==> src/rtl/seg_scan_decoder.sv <==
// rtl/seg_scan_decoder.sv - recovers hh:mm:ss from a multiplexed 7-segment scan
// Optional macro SEG_STABLE_FILTER_EN: publish a frame only when it repeats the previous valid one.
module seg_scan_decoder #(
   parameter int unsigned SETTLE      = 4,
   parameter logic [23:0] TIMEOUT     = 24'd1_000_000,
   parameter bit          SEG_ACT_LOW = 1'b1,
   parameter bit          SEL_ACT_LOW = 1'b1
) (
   input  logic       CLK_50,
   input  logic       CR,
   input  logic [7:0] hex,
   input  logic [5:0] segctrl,
   output logic [7:0] hr,
   output logic [7:0] min,
   output logic [7:0] sec,
   output logic       upd,
   output logic       seg_err,
   output logic       link_ok
);

   localparam logic [7:0]  SETTLE_W = 8'(SETTLE);
   localparam logic [7:0]  SETTLE_M1 = 8'(SETTLE - 1);
   localparam logic [23:0] TO_LAST = TIMEOUT - 24'd1;

   logic [6:0]  r_hex;
   logic [5:0]  r_sel_raw;
   logic [5:0]  r_prev_sel;
   logic [7:0]  r_cnt;
   logic [6:0]  r_digit [6];
   logic [5:0]  r_seen;
   logic        r_ok;
   logic        r_err;
   logic [23:0] r_frame;
   logic [23:0] r_to_cnt;

   logic [6:0]  w_seg;
   logic [5:0]  w_sel;
   logic        w_onehot;
   logic        w_stable;
   logic        w_capture;
   logic        w_complete;
   logic        w_pass;
   logic [4:0]  w_dec;
   logic [23:0] w_frame;
   logic        w_load;
   logic [23:0] w_to_next;
   logic        w_unused_dp;

   // dp never takes part in decoding, so it is not even registered
   assign w_unused_dp = hex[7];

   function automatic logic [4:0] f_decode(input logic [6:0] g);
      case (g)
         7'h3F:   f_decode = {1'b1, 4'd0};
         7'h06:   f_decode = {1'b1, 4'd1};
         7'h5B:   f_decode = {1'b1, 4'd2};
         7'h4F:   f_decode = {1'b1, 4'd3};
         7'h66:   f_decode = {1'b1, 4'd4};
         7'h6D:   f_decode = {1'b1, 4'd5};
         7'h7D:   f_decode = {1'b1, 4'd6};
         7'h07:   f_decode = {1'b1, 4'd7};
         7'h7F:   f_decode = {1'b1, 4'd8};
         7'h6F:   f_decode = {1'b1, 4'd9};
         default: f_decode = 5'd0;
      endcase
   endfunction

   assign w_seg      = SEG_ACT_LOW ? ~r_hex : r_hex;
   assign w_sel      = SEL_ACT_LOW ? ~r_sel_raw : r_sel_raw;
   assign w_onehot   = (w_sel != 6'd0) && ((w_sel & (w_sel - 6'd1)) == 6'd0);
   assign w_stable   = w_onehot && (w_sel == r_prev_sel);
   assign w_capture  = w_stable && (r_cnt == SETTLE_M1);
   assign w_complete = (r_seen == 6'h3F);

   // frame nibbles: [3:0] seconds units ... [23:20] hours tens
   always_comb begin
      w_pass  = 1'b1;
      w_frame = 24'd0;
      w_dec   = 5'd0;
      for (int i = 0; i < 6; i++) begin
         w_dec = f_decode(r_digit[i]);
         w_frame[i*4 +: 4] = w_dec[3:0];
         if (!w_dec[4]) w_pass = 1'b0;
      end
      if (w_frame[23:20] > 4'd2 || (w_frame[23:20] == 4'd2 && w_frame[19:16] > 4'd3)) w_pass = 1'b0;
      if (w_frame[15:12] > 4'd5) w_pass = 1'b0;
      if (w_frame[7:4] > 4'd5) w_pass = 1'b0;
   end

   always_ff @(posedge CLK_50 or posedge CR) begin
      if (CR) begin
         r_hex      <= 7'd0;
         r_sel_raw  <= 6'd0;
         r_prev_sel <= 6'd0;
         r_cnt      <= 8'd0;
         r_seen     <= 6'd0;
         r_ok       <= 1'b0;
         r_err      <= 1'b0;
         r_frame    <= 24'd0;
         for (int i = 0; i < 6; i++) r_digit[i] <= 7'd0;
      end else begin
         r_hex      <= hex[6:0];
         r_sel_raw  <= segctrl;
         r_prev_sel <= w_sel;
         if (!w_stable) r_cnt <= 8'd0;
         else if (r_cnt != SETTLE_W) r_cnt <= r_cnt + 8'd1;
         for (int i = 0; i < 6; i++) begin
            if (w_capture && w_sel[i]) r_digit[i] <= w_seg;
         end
         r_seen  <= (w_complete ? 6'd0 : r_seen) | (w_capture ? w_sel : 6'd0);
         r_ok    <= w_complete && w_pass;
         r_err   <= w_complete && !w_pass;
         if (w_complete) r_frame <= w_frame;
      end
   end

`ifdef SEG_STABLE_FILTER_EN
   logic [23:0] r_prev_frame;
   logic        r_prev_valid;

   assign w_load = r_ok && r_prev_valid && (r_prev_frame == r_frame);

   always_ff @(posedge CLK_50 or posedge CR) begin
      if (CR) begin
         r_prev_frame <= 24'd0;
         r_prev_valid <= 1'b0;
      end else if (r_ok) begin
         r_prev_frame <= r_frame;
         r_prev_valid <= 1'b1;
      end
   end
`else
   assign w_load = r_ok;
`endif

   assign w_to_next = (r_to_cnt == TO_LAST) ? r_to_cnt : r_to_cnt + 24'd1;

   always_ff @(posedge CLK_50 or posedge CR) begin
      if (CR) begin
         hr       <= 8'h00;
         min      <= 8'h00;
         sec      <= 8'h00;
         upd      <= 1'b0;
         seg_err  <= 1'b0;
         link_ok  <= 1'b0;
         r_to_cnt <= 24'd0;
      end else begin
         upd     <= w_load;
         seg_err <= r_err;
         if (w_load) {hr, min, sec} <= r_frame;
         // an accepted frame (filter-held or not) always wins over expiry
         if (r_ok) begin
            r_to_cnt <= 24'd0;
            link_ok  <= 1'b1;
         end else begin
            r_to_cnt <= w_to_next;
            if (w_to_next == TO_LAST) link_ok <= 1'b0;
         end
      end
   end

endmodule

==> config.mk <==
export PLATFORM = sky130hd
export DESIGN_NAME = seg_scan_decoder
export DESIGN_NICKNAME = d
export VERILOG_FILES = /design/src/rtl/seg_scan_decoder.sv
export SDC_FILE = /design/constraint.sdc
export NUM_CORES = 1
export LEC_CHECK = 0
export ABC_AREA = 1
export CAP_MARGIN = 20
export CORE_MARGIN = 1.5
export CORE_UTILIZATION = 39
export DETAILED_ROUTE_END_ITERATION = 7
export PLACE_DENSITY = 0.57
export SLEW_MARGIN = 40
export SYNTH_ARGS = -nofsm -noshare
export SYNTH_HDL_FRONTEND = slang
export SYNTH_SLANG_ARGS = --single-unit
==> constraint.sdc <==
create_clock -name CLK_50 -period 6.71 [get_ports CLK_50]
set_input_delay 1.342 -clock CLK_50 [delete_from_list [all_inputs] [get_ports CLK_50]]
set_output_delay 1.342 -clock CLK_50 [all_outputs]
set_load 0.02 [all_outputs]
After elaboration in Yosys (flattened, before gate mapping)

Cells that the tools add are included.

Bits of input ports: 16
Logic and storage cells: 140
Register bits after elaboration: 152

Order comparisons: 4
Eq/ne operators: 68
Muxes and demuxes: 23
$add $sub $neg: 3
Bitwise logic cells: 4
Reductions and logical operators: 17

Operators by type and width:

| cell                  | count |
|---|---|
| $pmux 5 s10           | 6 |
| $eq 7x7->1 const B    | 42 |
| $eq 7x3->1 const B    | 12 |
| $eq 24x20->1 const B  | 2 |
| $mux 24               | 2 |
| $eq 7x6->1 const B    | 6 |
| $add 24x1->24 const B | 1 |
| $mux 8                | 2 |
| $logic_and 1x1->1     | 12 |
| $mux 6                | 2 |
| $mux 1                | 11 |
| $add 8x1->8 const B   | 1 |
| $eq 8x2->1 const B    | 1 |
| $gt 4x2->1 const B    | 2 |
| $gt 4x3->1 const B    | 2 |
| $ne 8x3->1 const B    | 1 |
| $not 7->7             | 1 |
| $and 6x6->6           | 1 |
| $eq 6x6->1            | 1 |
| $eq 6x6->1 const B    | 1 |
| $logic_not 6->1       | 1 |
| $not 6->6             | 1 |
| $or 6x6->6            | 1 |
| $reduce_bool 6->1     | 1 |
| 6 further kinds       | 6 |

Logic depth before layout (Yosys ltp)

Depth in word-level cells: 13
Gate-level depth with buffers: 14

Worst setup path after synthesis

OpenSTA, ideal clock, no wires.

Path type: register -> register
Start: register r_cnt[1]
End: register r_digit[6] in the netlist's numbering
Path slack: 4.873 ns
Required time: 6.588 ns
Path buffers: 1
Clock period less this slack: 1.837 ns
Setup time: 0.122 ns
Arrival time: 1.716 ns
Stages on the path, launching flop included: 8
Path through: dfrtp_1 > ha_1 > inv_1 > nor4_4 > nand3_4 > buf_6 > nand2_1 > o21ai_2

Longest elaborated chain between the ends: 3

Ends and longest elaborated chain:

| what                          | line | source |
|---|---|---|
| start, declared               | 28   | `logic [7:0] r_cnt;` |
| start signal, assigned        | 106  | `else if (r_cnt != SETTLE_W) r_cnt <= r_cnt + 8'd1;` |
| $eq 8x2->1                    | 72   | `assign w_capture = w_stable && (r_cnt == SETTLE_M1);` |
| $logic_and 1x1->1             | 72   |  |
| $logic_and 1x1->1             | 108  | `if (w_capture && w_sel[i]) r_digit[i] <= w_seg;` |
| end signal, assigned by index | 108  |  |
| end, declared                 | 29   | `logic [6:0] r_digit [6];` |

Every way passes these cells.
A chain may end at the register's enable or synchronous reset.

Final worst setup path

Start: register hr[3]
End: output port hr[3]

RTL lines:

| what                   | line | source |
|---|---|---|
| start, declared        | 13   | `output logic [7:0] hr,` |
| start signal, assigned | 150  | `if (w_load) {hr, min, sec} <= r_frame;` |

No word-level cell between the ends.

==> flow_metrics.py <==
metrics = {
    "worst_hold_path": {
        "hp-class": "reg2reg",
        "min_path_cells": 0,
    },
    "synthesis": {
        "syn_avg_cell_area_um2": 8.100,
        "synth-simple-area-share_pct": 28.39,
        "synth_top_family_by_area": "simple AND/OR/NAND/NOR gates",
        "synth_compound_area_share_pct": 10.11,
        "syn-num-nets": 925,
        "netlist_area_um2": 7338,
        "synthArstFlopShare_pct": 100.0,
        "ys_ff_latch": 152,
        "yosys_warnings": 0,
        "synth_cells": 906,
        "yosysSeqAreaShare_pct": 51.83,
        "ys.flop_type": "dfrtp_1",
        "synthMuxAreaShare_pct": 1.381,
        "synth_area_leaders": "dfrtp_1 52%, nand2_1 12%, nor2_1 6.9%",
        "yosysTopAreaCell": "dfrtp_1",
        "synth-edff-count": 0,
        "synthXorXnorAreaFrac_pct": 1.074,
        "synth.top_cell.area_share_pct": 51.83,
        "synth_fa_ha_area_share_pct": 0.5115,
        "ys_types": 36,
    },
    "worst_setup_path": {
        "critical_path.max_stage_delay_ns": 0.63,
        "cp_slowest_cell": "clkdlybuf4s50_1",
        "path_cells": "clkdlybuf4s50_1",
        "path_max_fanout": 2,
        "r2r_slack_ns": 4.53,
        "path_delay_family": "buffers and inverters",
        "arrival_ns": 1.39,
        "worstSetupPathType": "reg2out",
        "worst-path-buf-inv": 1,
        "cp_num_cells": 1,
        "crit_path_start_kind": "flop",
        "worstPathRequired_ns": 5.37,
        "ff2ff_path_depth": 12,
        "end_kind": "output port",
    },
    "pwr": {
        "p_seq_share_pct": 47.4,
        "switching_share_pct": 20.84,
        "peakVddDrop_v": 0.0002110,
        "power_frac_comb_pct": 1.7,
        "p_leak_uw": 0.003936,
        "power_density_nw_per_um2": 228.8,
        "p_int_uw": 1557,
        "clockPowerShare_pct": 50.9,
        "switchingPower_uw": 409.8,
    },
    "sta": {
        "finalSetupViolCount": 0,
        "slew_viol_final": 0,
        "worst_pin_slew_ns": 0.6480,
        "tns_ns": 0,
        "rsz0062_at_grt": "false",
        "finClkSkew_ns": 0.007526,
        "finalCritPeriodShare_pct": 40.64,
        "fmax_ghz": 0.3667,
        "period_minus_slack_ns": 2.727,
        "slew_headroom_pct": 56.75,
        "fin_ws_ns": 3.983,
        "hold_violations": 0,
    },
    "route": {
        "num_vias": 5807,
        "wirelength_mm": 15.83,
        "top_layer_used": "met4",
        "met3WireLength_um": 420,
        "wl_met2_mm": 7.016,
        "drt_pass1_iterations": 5,
        "drt-initial-drc-count": 393,
        "post-route-drc-count": 0,
        "wl_met1_mm": 8.233,
        "viasPerCell": 4.868,
        "routedWlPerCell_um": 13.26,
        "postRouteAntennaNets": 0,
    },
    "status": {
        "status": "finished, final reports clean",
    },
    "floorplan": {
        "io-pin-count": 43,
        "die_h_um": 140.2,
        "fp-row-count": 49,
        "dieArea_um2": 19650,
        "coreArea_um2": 18210,
        "die_x_um": 140.2,
        "start_util_pct": 40.30,
    },
    "final_layout": {
        "num_antenna_cells": 0,
        "syn2layout_area_growth_pct": 17.10,
        "fin_util_pct": 47.19,
        "drive_gt1_share_pct": 6.432,
        "nets": 970,
    },
    "clock_tree": {
        "cts_resized": 0,
        "clock-root-buffer": "clkbuf_16",
        "cts_tree": "built",
        "cts_buffers": 17,
        "clkSinkCount": 152,
        "clockBufferDepth": 2,
        "clk_latency_ns": 0.42,
        "htree_levels": 4,
        "post_cts_buffers": 0,
        "clk_pin_slew_worst_paths_ns": 0.06,
        "postCtsHoldBufs": 0,
    },
    "global_route": {
        "grt_pass1_wl_mm": 27.12,
        "grt_antenna_before_repair": 0,
        "grt-ovfl-total": 0,
        "grt_util_all_layers_pct": 17.47,
        "grt_start_max_net_pins": 66,
        "grt_pass1_vias": 5432,
    },
    "job": {
        "drv_cap": 0,
    },
    "placed_design": {
        "place_congestion": 0.8337,
        "hpwl_mm": 10.93,
        "detailedPlace.worstSlack_ns": 3.815,
        "io_buffers": 41,
    },
}
-- Yosys cell counts (9+ instances only) --
cell type and count:
a21oi_1 33, nand2_1 229, nor3_1 14, nor2_1 134, inv_1 97, o21ai_1 43
dfrtp_1 152, clkbuf_1 12, o21ai_0 51, nand4_1 16, nand3_1 56, mux2_2 9
-- kinds of logic after synthesis --
group	count (synthesis)
xor gates and xnor gates	9
and+or+nand+nor	475
buffers and inverters	117
muxes	9
AOI/OAI and AO/OA	141
DFF	152
adders and majority gates	3
-- placed cells by master, fill, tap and decap left out, drive strengths merged, types with 5 or more instances in the layout --
cell type      synthesis  layout
mux2                   9       9
xor2                   7       7
dfrtp                152     152
clkbuf                12      21
a21oi                 33      33
nand3                 63      63
nand2                229     229
clkdlybuf4s50          0      41
buf                    8       5
nand3b                 8       8
nor2                 136     136
o21ai                 95      95
o21bai                 5       5
clkinv                 0       5
nand4                 16      16
nor3                  14      14
inv                   97      97
-- state kept, by name, summed over array words and instances, names as in the netlist --
name        count
hr              8
link_ok         1
min             8
r_cnt           8
r_digit        42
r_err           1
r_frame        24
r_hex           7
r_ok            1
r_prev_sel      6
r_seen          6
r_sel_raw       6
r_to_cnt       24
sec             8
seg_err         1
upd             1
-- power by group through the flow --
stage	Sequential, uW	Clock [uW]	Combinational [uW]
floorplan	944	0	19.5
global placement	949	0	35.6
detailed placement	949	0	35.5
CTS	932	1030	35.5
global route	932	1070	40.3
finish	932	1000	33.9
-- final timing paths --
| kind | from | to |
|---|---|---|
| min in group asynchronous | CR | r_cnt[2] |
| setup / recovery | hr[3] | hr[3] |
| hold reg to reg | r_err | seg_err |
| max in group asynchronous | CR | r_ok |
| setup reg to reg | r_to_cnt[0] | link_ok |
| hold / removal | r_err | seg_err |
-- per-layer routing --
layer / GRT usage (%) / vias to the layer above
li1: - / 3026
met1: 25.29 / 2690
met2: 26.19 / 81
met3: 3.829 / 10
met4: 5.263 / 0
met5: 0 / -
-- metrics by stage --
step	area, um2	total power, uW	std cells	hold slack [ns]
6_report	8593	1966	1193	0.3478
5_1_grt	8593	2040	1193	0.3552
4_1_cts	8578	1993	1192	0.3487
3_5_place_dp	7953	984.2	1160	0.3347
3_3_place_gp	7953	984.5	1160	0.3344
2_1_floorplan	7338	963.4	906	0.3312
-- area by class of cell --
| class | instances | area, um2 |
|---|---|---|
| inverter | 97 | 369.1 |
| tap | 229 | 286.5 |
| multi-input combinational | 637 | 3052 |
| sequential | 152 | 3805 |
| timing repair buffer | 46 | 455.4 |
| fill | 1806 | 9615 |
| clock inverter | 11 | 145.1 |
| clock buffer | 21 | 480.5 |
(Power assumes the default switching activity.)
